## config.mk

```make
export PLATFORM = sky130hd
export DESIGN_NAME = ball_pair_scheduler
export DESIGN_NICKNAME = d
export VERILOG_FILES = /design/src/rtl/billiard_pkg.sv /design/src/rtl/pair_index_counter.sv /design/src/rtl/ball_pair_scheduler.sv
export SDC_FILE = /design/constraint.sdc
export NUM_CORES = 1
export LEC_CHECK = 0
export ABC_AREA = 0
export BUFFER_PORTS_ARGS = -buffer_cell sky130_fd_sc_hd__buf_2
export CORE_ASPECT_RATIO = 1.5
export CORE_MARGIN = 2
export CORE_UTILIZATION = 50
export CTS_BUF_LIST = sky130_fd_sc_hd__clkbuf_16
export CTS_CLUSTER_SIZE = 16
export DETAILED_ROUTE_END_ITERATION = 8
export GPL_ROUTABILITY_DRIVEN = 0
export PLACE_DENSITY = 0.69
export RECOVER_POWER = 100
export SETUP_SLACK_MARGIN = 0.3
export SLEW_MARGIN = 20
export SYNTH_ARGS = -nofsm -noshare
export SYNTH_HDL_FRONTEND = slang
export SYNTH_SLANG_ARGS = --single-unit
```

## constraint.sdc

```tcl
create_clock -name clk -period 2.75 [get_ports clk]
set_clock_uncertainty 0.05 [all_clocks]
set_input_delay 0.275 -clock clk [delete_from_list [all_inputs] [get_ports clk]]
set_output_delay 0.275 -clock clk [all_outputs]
set_load 0.01 [all_outputs]
```

## src/rtl/billiard_pkg.sv

```systemverilog
// Shared types and helpers for the billiard collision pipeline.
package billiard_pkg;

  localparam int unsigned BALL_DIAMETER = 32;

  typedef enum logic [2:0] {
    IDLE    = 3'd0,
    ISSUE   = 3'd1,
    WAIT    = 3'd2,
    RESOLVE = 3'd3,
    DONE    = 3'd4
  } sched_state_t;

  function automatic int unsigned pair_count(input int unsigned n);
    return (n * (n - 1)) / 2;
  endfunction

endpackage

```

## src/rtl/pair_index_counter.sv

```systemverilog
// Walks unordered ball pairs (i<j) in scan order, with a linear pair index k.
module pair_index_counter
  import billiard_pkg::*;
#(
  parameter int unsigned NUM_BALLS = 16,
  localparam int unsigned IW = $clog2(NUM_BALLS),
  localparam int unsigned P  = pair_count(NUM_BALLS),
  localparam int unsigned KW = (P > 1) ? $clog2(P) : 1
) (
  input  logic          clk,
  input  logic          resetN,
  input  logic          clear_i,
  input  logic          step_i,
  output logic [IW-1:0] idxA_o,
  output logic [IW-1:0] idxB_o,
  output logic [KW-1:0] k_o,
  output logic          last_o
);

  logic [IW-1:0] i_q;
  logic [IW-1:0] j_q;
  logic [KW-1:0] k_q;

  assign idxA_o = i_q;
  assign idxB_o = j_q;
  assign k_o    = k_q;
  assign last_o = (i_q == IW'(NUM_BALLS - 2)) && (j_q == IW'(NUM_BALLS - 1));

  always_ff @(posedge clk or negedge resetN) begin
    if (!resetN) begin
      i_q <= '0;
      j_q <= '0;
      k_q <= '0;
    end else if (clear_i) begin
      i_q <= '0;
      j_q <= IW'(1);
      k_q <= '0;
    end else if (step_i && !last_o) begin
      // Row wrap: next pair starts right above the new lower index.
      if (j_q == IW'(NUM_BALLS - 1)) begin
        i_q <= i_q + IW'(1);
        j_q <= i_q + IW'(2);
      end else begin
        j_q <= j_q + IW'(1);
      end
      k_q <= k_q + KW'(1);
    end
  end

endmodule

```

## src/rtl/ball_pair_scheduler.sv

```systemverilog
// Per-frame pair scheduler sharing one collision resolver among all balls;
// a per-pair armed bit stops the same contact being resolved twice.
module ball_pair_scheduler
  import billiard_pkg::*;
#(
  parameter int unsigned NUM_BALLS       = 16,
  parameter int unsigned CHECK_LATENCY   = 1,
  parameter int unsigned RESOLVE_TIMEOUT = 64,
  localparam int unsigned IW = $clog2(NUM_BALLS)
) (
  input  logic          clk,
  input  logic          resetN,
  input  logic          startOfFrame,
  output logic [IW-1:0] pairIdxA,
  output logic [IW-1:0] pairIdxB,
  output logic          pairValid,
  input  logic          overlap,
  input  logic          separated,
  output logic          resolveReq,
  input  logic          resolveDone,
  output logic [7:0]    collisionCount,
  output logic          frameDone,
  output logic          overrun,
  output logic          timeoutErr
);

  localparam int unsigned P  = pair_count(NUM_BALLS);
  localparam int unsigned KW = (P > 1) ? $clog2(P) : 1;
  localparam int unsigned CW = (CHECK_LATENCY > 1) ? $clog2(CHECK_LATENCY) : 1;
  localparam int unsigned TW = (RESOLVE_TIMEOUT > 1) ? $clog2(RESOLVE_TIMEOUT) : 1;

  localparam logic [2:0] S_IDLE    = IDLE;
  localparam logic [2:0] S_ISSUE   = ISSUE;
  localparam logic [2:0] S_WAIT    = WAIT;
  localparam logic [2:0] S_RESOLVE = RESOLVE;
  localparam logic [2:0] S_DONE    = DONE;

  logic [2:0]    state_q,  state_d;
  logic [CW-1:0] wait_q,   wait_d;
  logic [TW-1:0] tmo_q,    tmo_d;
  logic [P-1:0]  armed_q,  armed_d;
  logic [7:0]    count_q,  count_d;
  logic          tmoerr_q, tmoerr_d;

  logic          ctr_clear;
  logic          ctr_step;
  logic          advance;
  logic [KW-1:0] pair_k;
  logic          pair_last;

  pair_index_counter #(
    .NUM_BALLS(NUM_BALLS)
  ) u_pair_ctr (
    .clk    (clk),
    .resetN (resetN),
    .clear_i(ctr_clear),
    .step_i (ctr_step),
    .idxA_o (pairIdxA),
    .idxB_o (pairIdxB),
    .k_o    (pair_k),
    .last_o (pair_last)
  );

  assign pairValid      = (state_q == S_ISSUE);
  assign resolveReq     = (state_q == S_RESOLVE);
  assign frameDone      = (state_q == S_DONE);
  assign overrun        = startOfFrame && (state_q != S_IDLE);
  assign timeoutErr     = tmoerr_q;
  assign collisionCount = count_q;

  always_comb begin
    state_d   = state_q;
    wait_d    = wait_q;
    tmo_d     = tmo_q;
    armed_d   = armed_q;
    count_d   = count_q;
    tmoerr_d  = 1'b0;
    ctr_clear = 1'b0;
    ctr_step  = 1'b0;
    advance   = 1'b0;

    case (state_q)
      S_IDLE: begin
        if (startOfFrame) begin
          state_d   = S_ISSUE;
          ctr_clear = 1'b1;
          count_d   = '0;
        end
      end
      S_ISSUE: begin
        state_d = S_WAIT;
        wait_d  = CW'(CHECK_LATENCY - 1);
      end
      S_WAIT: begin
        // separated wins over overlap so a confused checker never fires a resolve.
        if (wait_q != '0) begin
          wait_d = wait_q - CW'(1);
        end else if (separated) begin
          armed_d[pair_k] = 1'b1;
          advance         = 1'b1;
        end else if (overlap && armed_q[pair_k]) begin
          armed_d[pair_k] = 1'b0;
          state_d         = S_RESOLVE;
          tmo_d           = TW'(RESOLVE_TIMEOUT - 1);
        end else begin
          advance = 1'b1;
        end
      end
      S_RESOLVE: begin
        if (resolveDone) begin
          if (count_q != '1) count_d = count_q + 8'd1;
          advance = 1'b1;
        end else if (tmo_q == '0) begin
          tmoerr_d = 1'b1;
          advance  = 1'b1;
        end else begin
          tmo_d = tmo_q - TW'(1);
        end
      end
      S_DONE:  state_d = S_IDLE;
      default: state_d = S_IDLE;
    endcase

    if (advance) begin
      if (pair_last) begin
        state_d = S_DONE;
      end else begin
        state_d  = S_ISSUE;
        ctr_step = 1'b1;
      end
    end
  end

  always_ff @(posedge clk or negedge resetN) begin
    if (!resetN) begin
      state_q  <= S_IDLE;
      wait_q   <= '0;
      tmo_q    <= '0;
      armed_q  <= '1;
      count_q  <= '0;
      tmoerr_q <= 1'b0;
    end else begin
      state_q  <= state_d;
      wait_q   <= wait_d;
      tmo_q    <= tmo_d;
      armed_q  <= armed_d;
      count_q  <= count_d;
      tmoerr_q <= tmoerr_d;
    end
  end

endmodule

```

# Word level (Yosys, flattened, before mapping)
# Index checks and enable logic that the tools add are counted.
word_totals:
  ff_bits: 154
  input_bits: 6
  output_inout_bits: 21
op_classes:
  eq_ne: 20
  muxes: 45
  addsub: 7
  reduce_logical: 20
  n_lt_le_gt_ge: 2
  bitwise: 4
ops:
  columns: ["op", "n"]
  rows:
  - ["2-to-1 mux 120 bit", 2]
  - ["bitwise AND 120 bit", 1]
  - ["inverter 120 bit", 1]
  - ["OR 120 bit", 1]
  - ["2-to-1 mux 6 bit", 5]
  - ["2-to-1 mux 4 bit", 6]
  - ["2-to-1 mux 8 bit", 3]
  - ["2-to-1 mux 3 bit", 6]
  - ["one-hot mux 8 bit (2 select lines)", 1]
  - ["2-to-1 mux 1 bit", 14]
  - ["2-to-1 mux 7 bit", 2]
  - ["!= test 2 bit (second input constant)", 6]
  - ["!= test 3 bit (second input constant)", 4]
  - ["one-hot mux 3 bit (4 select lines)", 1]
  - ["one-hot mux 6 bit (2 select lines)", 1]
  - ["nonzero test 2 bit", 6]
  - ["adder 4 x 1 -> 4 bit (second input constant)", 2]
  - ["adder 8 x 1 -> 8 bit (second input constant)", 1]
  - ["equality test 4 bit (second input constant)", 2]
  - ["< comparator 7 x 8 -> 1 bit (second input constant)", 1]
  - ["!= test 8 bit (second input constant)", 1]
  - ["adder 7 x 1 -> 7 bit (second input constant)", 1]
  - ["binary-select mux 1 bit (select 7 bit)", 1]
  - ["demux 1 bit (select 7 bit)", 1]
  - ["other kinds (20)", 28]

# Logic depth before layout (Yosys ltp)
# Gate-level depths: netlist of the first run.
depth:
  ltp_word: 11
  depth_mapped: 13
  mapped_depth_nobuf: 10

# Hierarchy
# From an unflattened synthesis of the first run, not the netlist that was laid out.
hier_totals:
  hier_cells: 764
  area_unflattened_um2: 8107.8
modules_own_cells:
  columns: ["module", "seq_area_each_um2", "cells_each", "area_each_um2", "n_inst"]
  rows:
  - ["ball_pair_scheduler", 3603.5, 675, 7196.9, 1]
  - ["pair_index_counter", 375.4, 89, 910.9, 1]

# Least setup slack after synthesis of the first run
# Ideal clock, no wire load.
synth_timing:
  kind: "flip-flop to flip-flop"
  from: "register u_pair_ctr.k_q[0] (netlist: u_pair_ctr.k_o[0])"
  to: "register (tool-made name)"
  path_stages_with_launch: 14
  synth_period_minus_slack_ns: 2.920
  path_slack_ns: -0.170
  t_required_ns: 2.610
  arrival_ns: 2.780
  cell_sequence: "dfrtp_1 > buf_6 > and2_1 > buf_2 > buf_6 > a22oi_1 > nand2_1 > mux2_2 > mux4_2 > a21oi_4 > nand3_2 > buf_6 > o21ai_1 > o21ai_0"
synth_lines:
  columns: ["item", "line_no", "source"]
  rows:
  - ["start: declaration", "pair_index_counter.sv:22", "logic [KW-1:0] k_q;"]
  - ["start signal: assignment", "pair_index_counter.sv:46", "k_q <= k_q + KW'(1);"]

==> flow_metrics.py, run 1 <==
metrics = {
    "clock_network": {
        "cts-root-buf": "clkbuf_16",
        "insertion_delay_ns": 0.43,
        "clk_pin_slew_ns": 0.07,
        "cts_buffer_depth": 2,
        "cts_htree_levels": 4,
        "cts_buffers": 17,
        "cts.sinks": 153,
        "cts_tree": "yes",
    },
    "critical_path": {
        "worstPathRequired_ns": 3.02,
        "crit_type": "reg2reg",
        "cp_data_arrival_time_ns": 3.29,
        "worst_r2r_path_depth": 11,
        "cp-end-kind": "flop",
        "cp-start-kind": "flop",
        "path_max_fanout": 22,
    },
    "route": {
        "viasPerCell": 6.15,
        "ant_nets": 0,
        "vias": 6576,
        "route.detailed.drc": 0,
        "routedWlPerCell_um": 21.0,
        "routed_wl_um": 22400,
        "drt_iter0_markers": 596,
        "dr.pass1.iters": 5,
    },
    "final_layout": {
        "final_area_um2": 9640,
        "area_delta_synth_final_pct": 21.7,
        "nFillCells": 1264,
        "antenna_cells": 0,
        "final_cell_mix": "164 x o21ai_1, 120 x dfstp_2, 69 x nand2_1",
        "final_common_cell": "o21ai_1",
        "nNetsFinal": 868,
        "finalNonFillerCells": 1070,
        "layout-drive-gt1-share_pct": 39.8,
    },
    "synthesis": {
        "netlist_instances": 789,
        "synth_edf_count": 0,
        "syn_area_um2": 7920,
        "yosysUniqueCellTypes": 56,
        "postSynth.asyncResetShare_pct": 100,
        "yosys_warnings": 0,
        "syn-num-nets": 803,
        "synth_ff_type": "dfstp_2",
        "syn_area_per_cell_um2": 10.0,
        "ys_seq_area_share_pct": 50.3,
        "ys_ff_latch": 153,
    },
    "placed_design": {
        "dpl-instance-area_um2": 8550,
        "io_buffers": 26,
        "hpwl_um": 14500,
        "dp_slack_ns": -0.280,
        "placed_cells": 1018,
    },
    "sta": {
        "worst_slack_ns": -0.273,
        "fin_crit_sh_pct": 110,
        "max_slew.worst_pin.slew_ns": 1.84,
        "fmax_mhz": 331,
        "slew_viol_final": 75,
        "setup_viol": 140,
        "hold_viol": 0,
        "rsz0062_at_grt": "yes",
        "slew_headroom_pct": -22.3,
        "timing.setup.tns_ns": -19.63,
        "post-route-min-period_ns": 3.02,
    },
    "floorplanning": {
        "dieWidth_um": 107,
        "dieArea_um2": 16900,
        "coreArea_um2": 15600,
        "start_util_pct": 50.9,
        "pin_count": 27,
        "die_y_um": 158,
        "rows": 56,
    },
    "power_and_ir_drop": {
        "p_per_area_nw_per_um2": 484,
        "p_leak_nw": 3.61,
        "p_total_mw": 4.66,
        "peakVddDrop_v": 0.000325,
    },
    "outcome": {
        "failed_checks": "capacitance limit, slew limit, setup timing",
        "status": "complete, but fails checks",
    },
    "global_route": {
        "grt_max_degree": 75,
        "grt_usage_pct": 27.3,
        "grt_pass1_wl_um": 35400,
        "antenna_found_initial": 0,
        "grt_overflow": 0,
        "grt_pass1_vias": 6781,
    },
    "hold_path": {
        "hp-class": "in2reg",
        "hold-path-cell-count": 3,
    },
    "job": {
        "maxCapViolCount": 1,
    },
}
==> power breakdown <==
part	leakage (nW)	total, mW	switching (mW)	internal (mW)
clock network	0.269	2.25	1.02	1.23
logic	1.71	0.110	0.0779	0.0324
registers	1.63	2.31	0.0137	2.29
total	3.61	4.66	1.11	3.55
==> worst max-delay path: stages, from the launching register on <==
cell,delay [ns]
dfrtp_2,0.46
buf_12,0.19
mux2i_1,0.15
a22oi_1,0.22
nand2_1,0.11
mux2_2,0.27
mux4_2,0.50
a21oi_4,0.23
buf_6,0.17
nand3b_4,0.17
o21ai_0,0.23
o21ai_0,0.14
==> layout make-up <==
type | instances | area (um^2) | area share [%]
multi-input combinational | 572 | 4020 | 41.7
sequential | 153 | 3980 | 41.3
timing repair buffer | 101 | 785 | 8.14
clock buffer | 18 | 450 | 4.67
tap | 203 | 254 | 2.64
clock inverter | 14 | 113 | 1.17
inverter | 9 | 33.8 | 0.351
==> per-stage QoR <==
stage	hold slack, ns	utilization [%]
final	0.0983	62.0
after global routing	0.108	62.0
after CTS	0.0903	60.2
after detailed placement	0.286	55.0
after global placement	0.289	55.0
after floorplan	-0.0706	-
==> synth_stat cells, types with 2 or more instances <==
library cell  number  area, um^2
nand3_2            2        20.0
nor2b_1           13        81.3
xor2_1             4        35.0
or3_1              2        12.5
dfrtp_1           33         826
o211ai_1           2        15.0
and3_1             6        37.5
a21oi_1           11        55.1
o21ai_0          211        1060
o2bb2ai_1          3        26.3
ha_1               8         100
mux4_2            10         225
nand3b_1           3        22.5
nand2b_1           3        18.8
a22oi_1           24         180
nand3_1           15        75.1
a31oi_1            3        18.8
buf_12             2        40.0
nand2_1           73         274
nor2_1            25        93.8
buf_4              4        30.0
a21o_1             3        22.5
mux2i_1           42         420
nand4_1            6        37.5
a32oi_1            2        17.5
inv_1              9        33.8
clkbuf_1          38         143
mux2_2            10         113
o21ai_1           36         180
nand3b_4           3        60.1
a211oi_1           3        22.5
buf_6              8        90.1
dfstp_2          120        3150
and2_1             7        43.8
or2_2              2        12.5
nor3b_1            4        30.0
buf_2              8        40.0
xnor2_1            7        61.3
nor3_1             7        35.0
==> logic make-up (layout without fill, tap and decap cells) <==
kind of cell	Yosys count	count (layout)	share of synthesized area, %
xor+xnor	11	11	1.22
buf+inv	69	142	4.76
flops	153	153	50.3
compound gates	309	309	21.4
simple gates	177	182	11.5
mux	62	62	9.58
fa+ha+maj	8	8	1.26
==> path summary, 6_finish.rpt <==
kind,from,end,slack (ns)
worst max-delay path,u_pair_ctr.k_o[2]$_DFFE_PN0P_,flop,-0.27
worst min-delay path,startOfFrame,state_q[0]$_DFFE_PN0P_,0.1
worst max register to register,u_pair_ctr.k_o[2]$_DFFE_PN0P_,flop,-0.27
worst min register to register,flop,flop,0.42
max in group asynchronous,resetN,async pin,0.44
min in group asynchronous,resetN,tmo_q[0]$_DFFE_PN0P_,0.82
==> layer usage <==
layer / GRT usage, % / wire length, um / vias up
met5: 0 / 0 / -
met2: 49.0 / 11900 / 199
li1: - / - / 3011
met3: 4.45 / 1010 / 52
met1: 31.4 / 8720 / 3314
met4: 13.7 / 852 / 0
==> timing repair <==
item                                    CTS  global route
hold buffers                              2             0
gates cloned                              5             2
gates resized for setup                  87           122
pin swaps                                12            26
endpoints found under the hold margin    34             0
endpoints found under the setup margin  141           147
setup buffers                             7             4
No activity file was read; power rests on OpenSTA's default activity.
==> run 2: changes to the inputs <==
CORE_UTILIZATION = 60   (was 50)
PLACE_DENSITY = 0.77   (was 0.69)
clock period = 3.2 ns   (was 2.75 ns; I/O delays follow)
==> run 2 against run 1 <==
Net effect: the flow finishes with violations (capacitance limit, slew limit); sequential power fell by 14%; cell count fell by 5.0%; highest routed layer unchanged; sequential share of layout area fell by 0.12 points; largest power group is now the clock network; clock power fell by 8%; via count rose by 6.6%; largest cell class unchanged.
==> flow_metrics.py, run 2 (same netlist as run 1, synthesis figures left out) <==
metrics = {
    "power_and_ir_drop": {
        "p_leak_nw": 3.62,
        "p_total_mw": 4.16,
        "p_per_area_nw_per_um2": 430,
        "peakVddDrop_v": 0.000316,
    },
    "sta": {
        "fin_hold_ws_ns": 0.0521,
        "fmax_mhz": 313,
        "hold_viol": 0,
        "post-route-min-period_ns": 3.20,
        "slew_headroom_pct": -47.5,
        "slew_viol_final": 40,
        "worst_slack_ns": 0.000635,
        "setup_viol": 0,
        "fin_crit_sh_pct": 100,
        "max_slew.worst_pin.slew_ns": 2.21,
        "rsz0062_at_grt": "yes",
    },
    "floorplanning": {
        "dieWidth_um": 97.8,
        "start_util_pct": 61.1,
        "coreArea_um2": 13000,
        "die_y_um": 145,
        "dieArea_um2": 14200,
        "rows": 51,
        "pin_count": 27,
    },
    "critical_path": {
        "path_max_fanout": 8,
        "slowest_delay_ns": 0.59,
        "crit_path_frequent_cell": "buf_4",
        "worstPathRequired_ns": 3.49,
        "slowest_stage": "dfrtp_4",
        "cp-end-kind": "flop",
        "path_cells": "buf_4 -> mux2i_1 -> a22oi_1 -> nand2_1 -> buf_4 -> a22oi_2 -> a21oi_2 -> or3_1 -> or3_4 -> clkbuf_16 -> o21ai_0 -> o21ai_1",
        "cp-start-kind": "flop",
        "crit_type": "reg2reg",
        "cp_data_arrival_time_ns": 3.49,
    },
    "hold_path": {
        "hp-class": "in2reg",
    },
    "global_route": {
        "grt_usage_pct": 31.8,
        "grt_pass1_wl_um": 34800,
        "antenna_found_initial": 0,
        "grt_max_degree": 136,
        "grt_pass1_vias": 6704,
        "grt_overflow": 0,
    },
    "route": {
        "drt_iter0_markers": 742,
        "routedWlPerCell_um": 24.0,
        "route.detailed.drc": 0,
        "dr.pass1.iters": 6,
        "routed_wl_um": 24400,
        "ant_nets": 0,
        "vias": 7008,
        "viasPerCell": 6.90,
    },
    "placed_design": {
        "hpwl_um": 14400,
        "dp_slack_ns": -0.218,
        "io_buffers": 26,
        "dpl-instance-area_um2": 8240,
    },
    "final_layout": {
        "area_delta_synth_final_pct": 22.2,
        "antenna_cells": 0,
        "seq_area_um2": 3990,
        "nFillCells": 785,
        "nNetsFinal": 858,
        "layout-drive-gt1-share_pct": 38.3,
        "final_cell_mix": "120 x dfstp_2, 111 x o21ai_0, 98 x o21ai_1",
        "final_area_um2": 9670,
        "multi_input_comb_area_um2": 4020,
        "final_common_cell": "dfstp_2",
    },
    "outcome": {
        "status": "complete, but fails checks",
        "failed_checks": "capacitance limit, slew limit",
    },
    "clock_network": {
        "cts_buffer_depth": 2,
        "clk_pin_slew_ns": 0.06,
        "insertion_delay_ns": 0.43,
        "cts_tree": "yes",
        "cts.sinks": 153,
        "cts_htree_levels": 4,
        "cts_buffers": 17,
        "cts-root-buf": "clkbuf_16",
    },
    "job": {
        "maxCapViolCount": 1,
    },
}
## run 2: cell type report
class	count	area share [%]
multi-input combinational	570	41.6
tap	159	2.06
timing repair buffer	93	8.60
clock inverter	15	1.81
sequential	153	41.2
inverter	9	0.349
clock buffer	17	4.40
## run 2: critical path, delay by kind of cell (launching register included)
family                 cells  cell delay [ns]
AO/OA/AOI/OAI              5             0.85
flip-flops                 1             0.59
AND/OR/NAND/NOR            3             0.93
multiplexers               1             0.14
buffers and inverters      3             0.55
## run 2: power breakdown
group / total [mW] / switching [mW] / internal, mW / leakage (nW)
sequential: 1.98 / 0.0124 / 1.97 / 1.63
clock: 2.08 / 0.848 / 1.23 / 0.295
combinational: 0.0951 / 0.0678 / 0.0273 / 1.69
total: 4.16 / 0.928 / 3.23 / 3.62
## run 2: repair_timing
action | 4_1_cts | 5_1_grt
cloned | 3 | 5
resized for setup | 69 | 212
buffers inserted | 10 | 14
hold buffers | 0 | 1
setup endpoints to repair | 141 | 140
hold endpoints to repair | 0 | 9
pin swaps | 13 | 81
## run 2: per-stage QoR
stage          utilization (%)  TNS, ns  instances
2_1_floorplan                -        0        789
3_5_place_dp              63.6    -4.88        950
3_3_place_gp              63.6   -0.249        950
5_1_grt                   74.7   -0.373       1016
6_report                  74.7        0       1016
4_1_cts                   70.1        0        995
## run 2: worst paths after layout
kind / endpoint / start / depth (start not counted) / slack (ns)
min in group asynchronous: tmo_q[0]$_DFFE_PN0P_ / resetN / 2 / 1.03
hold / removal: timeoutErr$_DFF_PN0_ / resolveDone / 2 / 0.05
max in group asynchronous: u_pair_ctr.k_o[2]$_DFFE_PN0P_ / resetN / 2 / 0.50
hold reg to reg: flop / flop / 2 / 0.42
setup reg to reg: flop / u_pair_ctr.k_o[2]$_DFFE_PN0P_ / 12 / 0.0006
setup / recovery: flop / u_pair_ctr.k_o[2]$_DFFE_PN0P_ / 12 / 0.0006
## run 2: per-layer routing
| metal | up-vias | global-route usage [%] | wire length [um] |
|---|---|---|---|
| met5 | - | 0 | 0 |
| met4 | 0 | 19.2 | 1920 |
| met3 | 161 | 5.04 | 1810 |
| met2 | 459 | 55.5 | 12300 |
| met1 | 3396 | 37.0 | 8320 |
| li1 | 2992 | - | - |
==> run 3: changes to the inputs <==
CORE_UTILIZATION = 56   (was 60)
PLACE_DENSITY = 0.73   (was 0.77)
RECOVER_POWER = unset   (was 100)
==> run 3 against run 2 <==
Net effect: the flow now finishes without violations; register-to-register slack gained 0.08 ns; via count decreased by 5.1%; cell count decreased by 0.98%; final area down 1.6%; utilization down 6.4 points; sequential share of layout area up 0.65 points; setup slack better by 0.082 ns; critical path depth did not move; die area up 6.9%; non-clock buffer count fell by 17; highest routed layer unchanged.
==> flow_metrics.py, run 3 (same netlist as run 1, synthesis figures left out) <==
metrics = {
    "outcome": {
        "status": "finished clean",
    },
    "floorplanning": {
        "rows": 53,
        "dieArea_um2": 15100,
        "coreArea_um2": 13900,
        "dieWidth_um": 101,
        "die_y_um": 150,
        "pin_count": 27,
        "start_util_pct": 56.9,
    },
    "final_layout": {
        "area_delta_synth_final_pct": 20.1,
        "final_area_um2": 9510,
        "final_common_cell": "dfstp_2",
        "final_cell_mix": "120 x dfstp_2, 108 x o21ai_0, 93 x o21ai_1",
        "nFillCells": 982,
        "layout-drive-gt1-share_pct": 40.0,
        "nNetsFinal": 842,
        "post-route-util_pct": 68.3,
        "antenna_cells": 0,
    },
    "power_and_ir_drop": {
        "peakVddDrop_v": 0.000286,
        "p_total_mw": 4.29,
        "p_per_area_nw_per_um2": 451,
        "p_leak_nw": 3.62,
    },
    "hold_path": {
        "hp-class": "in2reg",
    },
    "placed_design": {
        "io_buffers": 26,
        "hpwl_um": 14900,
        "dpl-instance-area_um2": 8320,
    },
    "clock_network": {
        "cts-root-buf": "clkbuf_16",
        "cts_buffer_depth": 2,
        "cts_htree_levels": 4,
        "cts.sinks": 153,
        "cts_tree": "yes",
        "insertion_delay_ns": 0.44,
        "clk_pin_slew_ns": 0.07,
        "cts_buffers": 17,
    },
    "sta": {
        "fmax_mhz": 321,
        "max_slew.worst_pin.slew_ns": 0.836,
        "post-route-min-period_ns": 3.12,
        "slew_viol_final": 0,
        "slew_headroom_pct": 43.9,
        "hold_viol": 0,
        "fin_crit_sh_pct": 97.4,
        "setup_viol": 0,
        "rsz0062_at_grt": "yes",
    },
    "critical_path": {
        "cp_data_arrival_time_ns": 3.40,
        "path_max_fanout": 16,
        "critical_path_buf_inv_count": 3,
        "cp-start-kind": "flop",
        "slowest_stage": "dfrtp_2",
        "crit_type": "reg2reg",
        "worstPathRequired_ns": 3.48,
        "path_cells": "buf_12 -> mux2i_2 -> a22oi_2 -> nand2_1 -> mux2_2 -> mux4_2 -> a21oi_4 -> buf_4 -> nand3_2 -> buf_8 -> o21ai_1 -> o21ai_0",
        "crit_family": "multiplexers",
        "cp-end-kind": "flop",
        "slowest_delay_ns": 0.50,
    },
    "route": {
        "routed_wl_um": 23000,
        "drt_iter0_markers": 654,
        "vias": 6649,
        "dr.pass1.iters": 6,
        "route.detailed.drc": 0,
        "ant_nets": 0,
        "viasPerCell": 6.61,
        "routedWlPerCell_um": 22.8,
    },
    "global_route": {
        "grt_pass1_vias": 6666,
        "grt_overflow": 0,
        "grt_pass1_wl_um": 35800,
        "antenna_found_initial": 0,
        "grt_max_degree": 77,
        "grt_usage_pct": 31.4,
    },
    "job": {
        "maxCapViolCount": 0,
    },
}
==> run 3: changes by cell type in the layout (fill, tap and decap cells not counted), moves of 3 or more <==
| cell | previous run | this run |
|---|---|---|
| clkbuf_1 | 28 | 0 |
| o21ai_0 | 111 | 108 |
| o21ai_2 | 37 | 46 |
| nand2_1 | 67 | 70 |
| inv_6 | 3 | 8 |
| clkbuf_4 | 3 | 0 |
| o21ai_1 | 98 | 93 |
| buf_2 | 4 | 25 |
| buf_12 | 6 | 10 |
| buf_6 | 13 | 5 |
| clkbuf_16 | 22 | 18 |
==> run 3: repair_timing <==
action                     CTS  global route
hold buffers                 1             0
setup buffers                3             4
resized for setup           57           143
pin swaps                   12            21
hold endpoints to repair    32             0
setup endpoints to repair  120           141
gates cloned                 5             0
==> run 3: metrics by stage <==
stage          cells  hold slack [ns]  TNS (ns)  worst slack (ns)
2_1_floorplan    789          -0.0256         0             0.302
3_3_place_gp     961            0.324         0             0.133
3_5_place_dp     961            0.339         0            0.0611
4_1_cts         1002           0.0293         0             0.142
5_1_grt         1006           0.0273  -0.00818          -0.00818
6_report        1006           0.0257         0            0.0826
==> run 3: layout make-up <==
class                   instances  area [um^2]  share of cell area [%]
well taps                     165          206                    2.17
clock buffers                  18          450                    4.73
multi-input cells             571         3960                    41.6
flip-flops and latches        153         3980                    41.9
repair buffers                 76          689                    7.25
clock inverters                14          191                    2.01
inverters                       9         33.8                   0.355
==> run 3: worst reg2reg max path, stage by stage, from the launching register on <==
cell and delay, ns:
dfrtp_2 0.50, buf_12 0.20, mux2i_2 0.18, a22oi_2 0.21
nand2_1 0.11, mux2_2 0.26, mux4_2 0.50, a21oi_4 0.27
buf_4 0.17, nand3_2 0.08, buf_8 0.18, o21ai_1 0.18
o21ai_0 0.12
==> run 3: worst paths after layout <==
| path | slack [ns] | depth (start not counted) | to | from |
|---|---|---|---|---|
| max | 0.08 | 12 | flop | u_pair_ctr.k_o[2]$_DFFE_PN0P_ |
| min reg2reg | 0.42 | 2 | flop | flop |
| min | 0.03 | 2 | timeoutErr$_DFF_PN0_ | resolveDone |
| max in group asynchronous | 1.80 | 3 | async pin | resetN |
| max reg2reg | 0.08 | 12 | flop | u_pair_ctr.k_o[2]$_DFFE_PN0P_ |
| min in group asynchronous | 0.41 | 2 | tmo_q[1]$_DFFE_PN0P_ | resetN |
==> run 3: where the power goes <==
group | leakage (nW) | switching (mW) | internal [mW]
combinational | 1.66 | 0.0676 | 0.0267
clock | 0.317 | 0.909 | 1.31
sequential | 1.64 | 0.0113 | 1.97
==> run 3: metal layers <==
metal	part of all wire, %	vias up	wire length (um)	track usage [%]
li1	-	2961	-	-
met1	36	3247	8210	36.0
met2	53	349	12200	54.8
met3	6.6	92	1520	6.45
met4	4.6	0	1060	15.7
met5	0	-	0	0
